`src/rtl/irq_encoder16_4.sv`:
```
// rtl/irq_encoder16_4.sv - sequential 16:4 priority encoder with pending latch, mask and ack handshake
//
// Purpose:
//   Collects 16 level request lines and turns each rising edge into a pending
//   bit. Presents the highest-numbered pending, unmasked source as a 4-bit
//   index with valid. The index is held frozen until the consumer acks it.
//
// Ports:
//   clk      in   1   system clock, rising edge
//   reset    in   1   asynchronous, active-high reset
//   req      in  16   level request lines (0->1 edge makes a source pending)
//   mask_we  in   1   load mask_in into the mask register
//   mask_in  in  16   new mask, bit = 1 enables the source for selection
//   ack      in   1   consumer accepts idx (only honoured while valid = 1)
//   valid    out  1   idx holds a stable, presented source number
//   idx      out  4   presented source number (holds last value when valid = 0)
//   pending  out 16   pending register, unmasked view

module irq_encoder16_4 (
  input  logic        clk,
  input  logic        reset,
  input  logic [15:0] req,
  input  logic        mask_we,
  input  logic [15:0] mask_in,
  input  logic        ack,
  output logic        valid,
  output logic [3:0]  idx,
  output logic [15:0] pending
);

  typedef enum logic {
    ST_IDLE    = 1'b0,
    ST_PRESENT = 1'b1
  } state_t;

  state_t      state_q;
  logic [15:0] req_q;
  logic [15:0] pending_q;
  logic [15:0] pending_d;
  logic [15:0] mask_q;
  logic [15:0] mask_d;
  logic        valid_q;
  logic [3:0]  idx_q;

  logic [15:0] rise;
  logic [15:0] clr_vec;
  logic [15:0] eligible;
  logic [3:0]  win_idx;

  // Highest set bit wins; scanning upward lets later (higher) bits override.
  function automatic logic [3:0] pick_highest(input logic [15:0] v);
    logic [3:0] r;
    r = 4'd0;
    for (int i = 0; i < 16; i++) begin
      if (v[i]) r = i[3:0];
    end
    return r;
  endfunction

  always_comb begin
    rise     = req & ~req_q;
    // Selection looks at registered state only, so a mask load on the same
    // edge as the IDLE->PRESENT decision is seen one cycle later.
    eligible = pending_q & mask_q;
    win_idx  = pick_highest(eligible);

    clr_vec = 16'h0000;
    if (state_q == ST_PRESENT && ack) begin
      clr_vec = 16'h0001 << idx_q;
    end

    // Set after clear: a new rise on the acked bit keeps it pending.
    pending_d = (pending_q & ~clr_vec) | rise;

    mask_d = mask_q;
    if (mask_we) begin
      mask_d = mask_in;
    end
  end

  always_ff @(posedge clk or posedge reset) begin
    if (reset) begin
      req_q     <= 16'h0000;
      pending_q <= 16'h0000;
      mask_q    <= 16'hFFFF;
    end else begin
      req_q     <= req;
      pending_q <= pending_d;
      mask_q    <= mask_d;
    end
  end

  // Presentation FSM with registered valid/idx outputs.
  always_ff @(posedge clk or posedge reset) begin
    if (reset) begin
      state_q <= ST_IDLE;
      valid_q <= 1'b0;
      idx_q   <= 4'd0;
    end else begin
      case (state_q)
        ST_IDLE: begin
          if (eligible != 16'h0000) begin
            idx_q   <= win_idx;
            valid_q <= 1'b1;
            state_q <= ST_PRESENT;
          end
        end
        ST_PRESENT: begin
          // idx stays frozen regardless of mask or pending changes.
          if (ack) begin
            valid_q <= 1'b0;
            state_q <= ST_IDLE;
          end
        end
        default: begin
          valid_q <= 1'b0;
          state_q <= ST_IDLE;
        end
      endcase
    end
  end

  assign valid   = valid_q;
  assign idx     = idx_q;
  assign pending = pending_q;

endmodule

```
`config.mk`:
```
export PLATFORM = sky130hd
export DESIGN_NAME = irq_encoder16_4
export DESIGN_NICKNAME = d
export VERILOG_FILES = /design/src/rtl/irq_encoder16_4.sv
export SDC_FILE = /design/constraint.sdc
export NUM_CORES = 1
export LEC_CHECK = 0
export CAP_MARGIN = 10
export CELL_PAD_IN_SITES_DETAIL_PLACEMENT = 1
export CELL_PAD_IN_SITES_GLOBAL_PLACEMENT = 1
export CORE_MARGIN = 5
export CORE_UTILIZATION = 35
export CTS_CLUSTER_SIZE = 20
export DETAILED_ROUTE_END_ITERATION = 6
export PLACE_DENSITY = 0.75
export SLEW_MARGIN = 20
export SYNTH_ARGS = -nofsm -noshare
export SYNTH_HDL_FRONTEND = slang
export SYNTH_SLANG_ARGS = --single-unit
```
`constraint.sdc`:
```
create_clock -name clk -period 4.9 [get_ports clk]
set_input_delay 1.47 -clock clk [delete_from_list [all_inputs] [get_ports clk]]
set_output_delay 1.47 -clock clk [all_outputs]
set_load 0.1 [all_outputs]
```
==> reports/results.tsv <==
metric	value	unit
max-cap violation count	0	
post-synthesis simple-gate area fraction	8.66	%
worst endpoint required time	3.43	ns
#FFs+latches synth	54	
Hold Vio Cnt, Final	0	
VDD IR max	0.000222	V
largest area contributor in the netlist	dfrtp_1	
CTS Sinks	54	
Longest Clk Path Bufs	2	
share of the synthesized area in the top cell type	43.9	%
Syn Inst Count	180	
fin. max-slew vios	0	
worst slew pin tran	0.991	ns
ANT nets after route	0	
crit-path max cell delay	1.18	ns
setup_tns	0	ns
drt via density	5.00	
DP HPWL	4100	µm
hold_buf cts	0	
number of flops mapped to enable cells by yosys	0	
slowest CP cell	clkdlybuf4s50_1	
Synth area leaders	dfrtp_1 44%, dfstp_2 19%, mux2_2 8.3%	
Synth Area in XOR/XNOR	0	%
critical path buffer and inverter count	1	
number of fill cells	669	
worst path cell trace	clkdlybuf4s50_1	
Register Area	1370	µm²
DRC viols	0	
Slew headroom	33.8	%
DR WL/cell	17.0	µm
die area	7870	µm²
Hold Slack	0.410	ns
critical path's top delay family	buffers and inverters	
gr usage total	14.8	%
# setup viols final	0	
CTS tree	done	
Post-Syn Nets	216	
vias in the first global route	1685	
Leak Pwr	1.18	nW
Inserted Diodes	0	
post-synth cell types	33	
die height	88.7	µm
critical path class	reg -> out	
sequential fraction of the synthesis area	63.3	%
I/O pin count	57	
Final min period	3.39	ns
Port Buffers	56	
grt total ovfl	0	
fin util	48.6	%
Initial DRT Pass Iterations	5	
syn avg cell area	12.0	µm²
largest net degree at the start of global routing	36	
Worst Hold Class	reg -> reg	
Final GP Congestion	0.697	
Root Buffer Master	clkbuf_8	
first-pass GRT wire length	8650	µm
Final Skew	0.00606	ns
Post-Synth Adder-Cell Area	0	%
dominant synthesized flop cell	dfrtp_1	
largest family of logic cells by synthesized area	compound AO/OA/AOI/OAI gates	
initial antenna violation count	0	
post-placement worst setup slack	1.84	ns
Synth top cells by count	38 x dfrtp_1, 30 x o21ai_0, 17 x inv_1, 17 x nand2_1	
CTS resizes	0	
core area	5960	µm²
Synth Area in Compound Gates	14.3	%
Yosys warning count	0	
Multi-input gate area	718	µm²
max frequency	295	MHz
final wirelength	5390	µm
layout cells sized above 1	19.8	%
DRT iter0 DRCs	58	
DIE WIDTH	88.7	µm
Setup Buffers After CTS	0	
RSZ-0062 raised after global routing	false	
Layout area overhead	33.6	%
mux contribution to synthesized area	10.2	%
CP startpoint kind	flop	
TritonCTS Buffers	5	
critical path endpoint category	primary output	
final net count	277	
Cell Pwr Density	413	nW/µm²
Setup WS post-layout	1.51	ns
htree depth	2	
Arr. time, crit path	1.92	ns
row count	28	
Post-Syn Area	2170	µm²
DR vias	1585	
top-count cell post-synth	dfrtp_1	
Initial Utilization	36.4	%
critical path fanouts, max	6	
Skew-Pair Late Insertion Delay	0.31	ns
Reg clk slew, reported paths	0.09	ns
Tcrit/Tclk final	69.3	%
Post-synth ARST share	100	%
status	completed	
==> layout by cell type (no fill, tap or decap) <==
| cell type | synthesis | routed |
|---|---|---|
| clkdlybuf4s50_1 | 0 | 56 |
| dfrtp_1 | 38 | 38 |
| o21ai_0 | 30 | 30 |
| nand2_1 | 17 | 17 |
| mux2_2 | 16 | 16 |
| inv_1 | 17 | 16 |
| dfstp_2 | 16 | 16 |
| o21ai_1 | 6 | 6 |
| clkbuf_8 | 0 | 5 |
| nor2_1 | 4 | 4 |
| a22oi_1 | 4 | 4 |
| nand4_1 | 3 | 3 |
| clkbuf_1 | 1 | 3 |
| nand2b_1 | 2 | 2 |
| a22oi_2 | 2 | 2 |
| nand3_2 | 2 | 2 |
| a32o_1 | 2 | 2 |
| mux2_4 | 2 | 2 |
| or2_2 | 1 | 1 |
| nand4b_1 | 1 | 1 |
| or3_1 | 1 | 1 |
| nor3_2 | 1 | 1 |
| mux2i_1 | 1 | 1 |
| inv_2 | 0 | 1 |
| or2b_1 | 1 | 1 |
| nor2_2 | 1 | 1 |
| a21o_1 | 1 | 1 |
| nand3_1 | 1 | 1 |
| a311oi_1 | 1 | 1 |
| a32oi_1 | 1 | 1 |
| o211ai_1 | 1 | 1 |
| a22o_1 | 1 | 1 |
| a21oi_1 | 1 | 1 |
| a2bb2oi_1 | 1 | 1 |
| nor3b_1 | 1 | 1 |
| buf_4 | 0 | 1 |
==> metrics by stage <==
| stage | std cells | cell area [µm²] | power, mW |
|---|---|---|---|
| finish | 317 | 2900 | 1.19 |
| global route | 317 | 2900 | 1.26 |
| CTS | 317 | 2900 | 1.21 |
| global placement | 309 | 2820 | 0.960 |
| floorplan | 180 | 2170 | 0.834 |
| detailed placement | 309 | 2820 | 0.967 |
==> per-layer routing <==
metal	routed length, µm	global-route usage [%]
met3	262	3.82
met5	0	0
met4	71	5.36
met1	2390	18.9
met2	2670	24.3
==> worst register-to-register path: stages (launching register included) <==
cell	delay (ns)
dfstp_2	0.56
nand2_1	0.06
a32o_1	0.27
a311oi_1	0.34
o21ai_1	0.13
mux2_4	0.27
==> cell families after synthesis <==
logic type	after synthesis
buffers and inverters	20
multiplexers	19
flip-flops	54
AO/OA/AOI/OAI	51
AND/OR/NAND/NOR	36
==> where the power goes <==
group          total [mW]  internal (mW)  switching (mW)  leakage (nW)
registers           0.549          0.502          0.0465         0.567
clock network       0.238          0.102           0.136        0.0395
logic               0.408          0.121           0.288         0.571
==> flip-flops by register name, indices dropped and copies added (netlist names) <==
register and flops:
mask_q 16, pending 16, req_q 16, valid 1, state_q 1, idx 4
==> path summary, 6_finish.rpt <==
kind | from | to | slack (ns) | depth (start not counted)
min in group asynchronous | reset | pending[2] | 1.59 | 2
max reg2reg | mask_q[2] | idx[0] | 3.17 | 5
max | idx[2] | idx[2] | 1.51 | 1
max in group asynchronous | reset | mask_q[7] | 2.51 | 3
min reg2reg | req_q[0] | pending[0] | 0.41 | 1
min | req_q[0] | pending[0] | 0.41 | 1
==> layout make-up <==
type                            count  share of cell area (%)
Sequential cell                    54                    47.4
Tap cell                           75                    3.24
Timing Repair Buffer               57                    19.6
Inverter                           17                    2.20
Multi-Input combinational cell    106                    24.8
Clock buffer                        8                    2.77
Power figures use the tool's default switching activity.
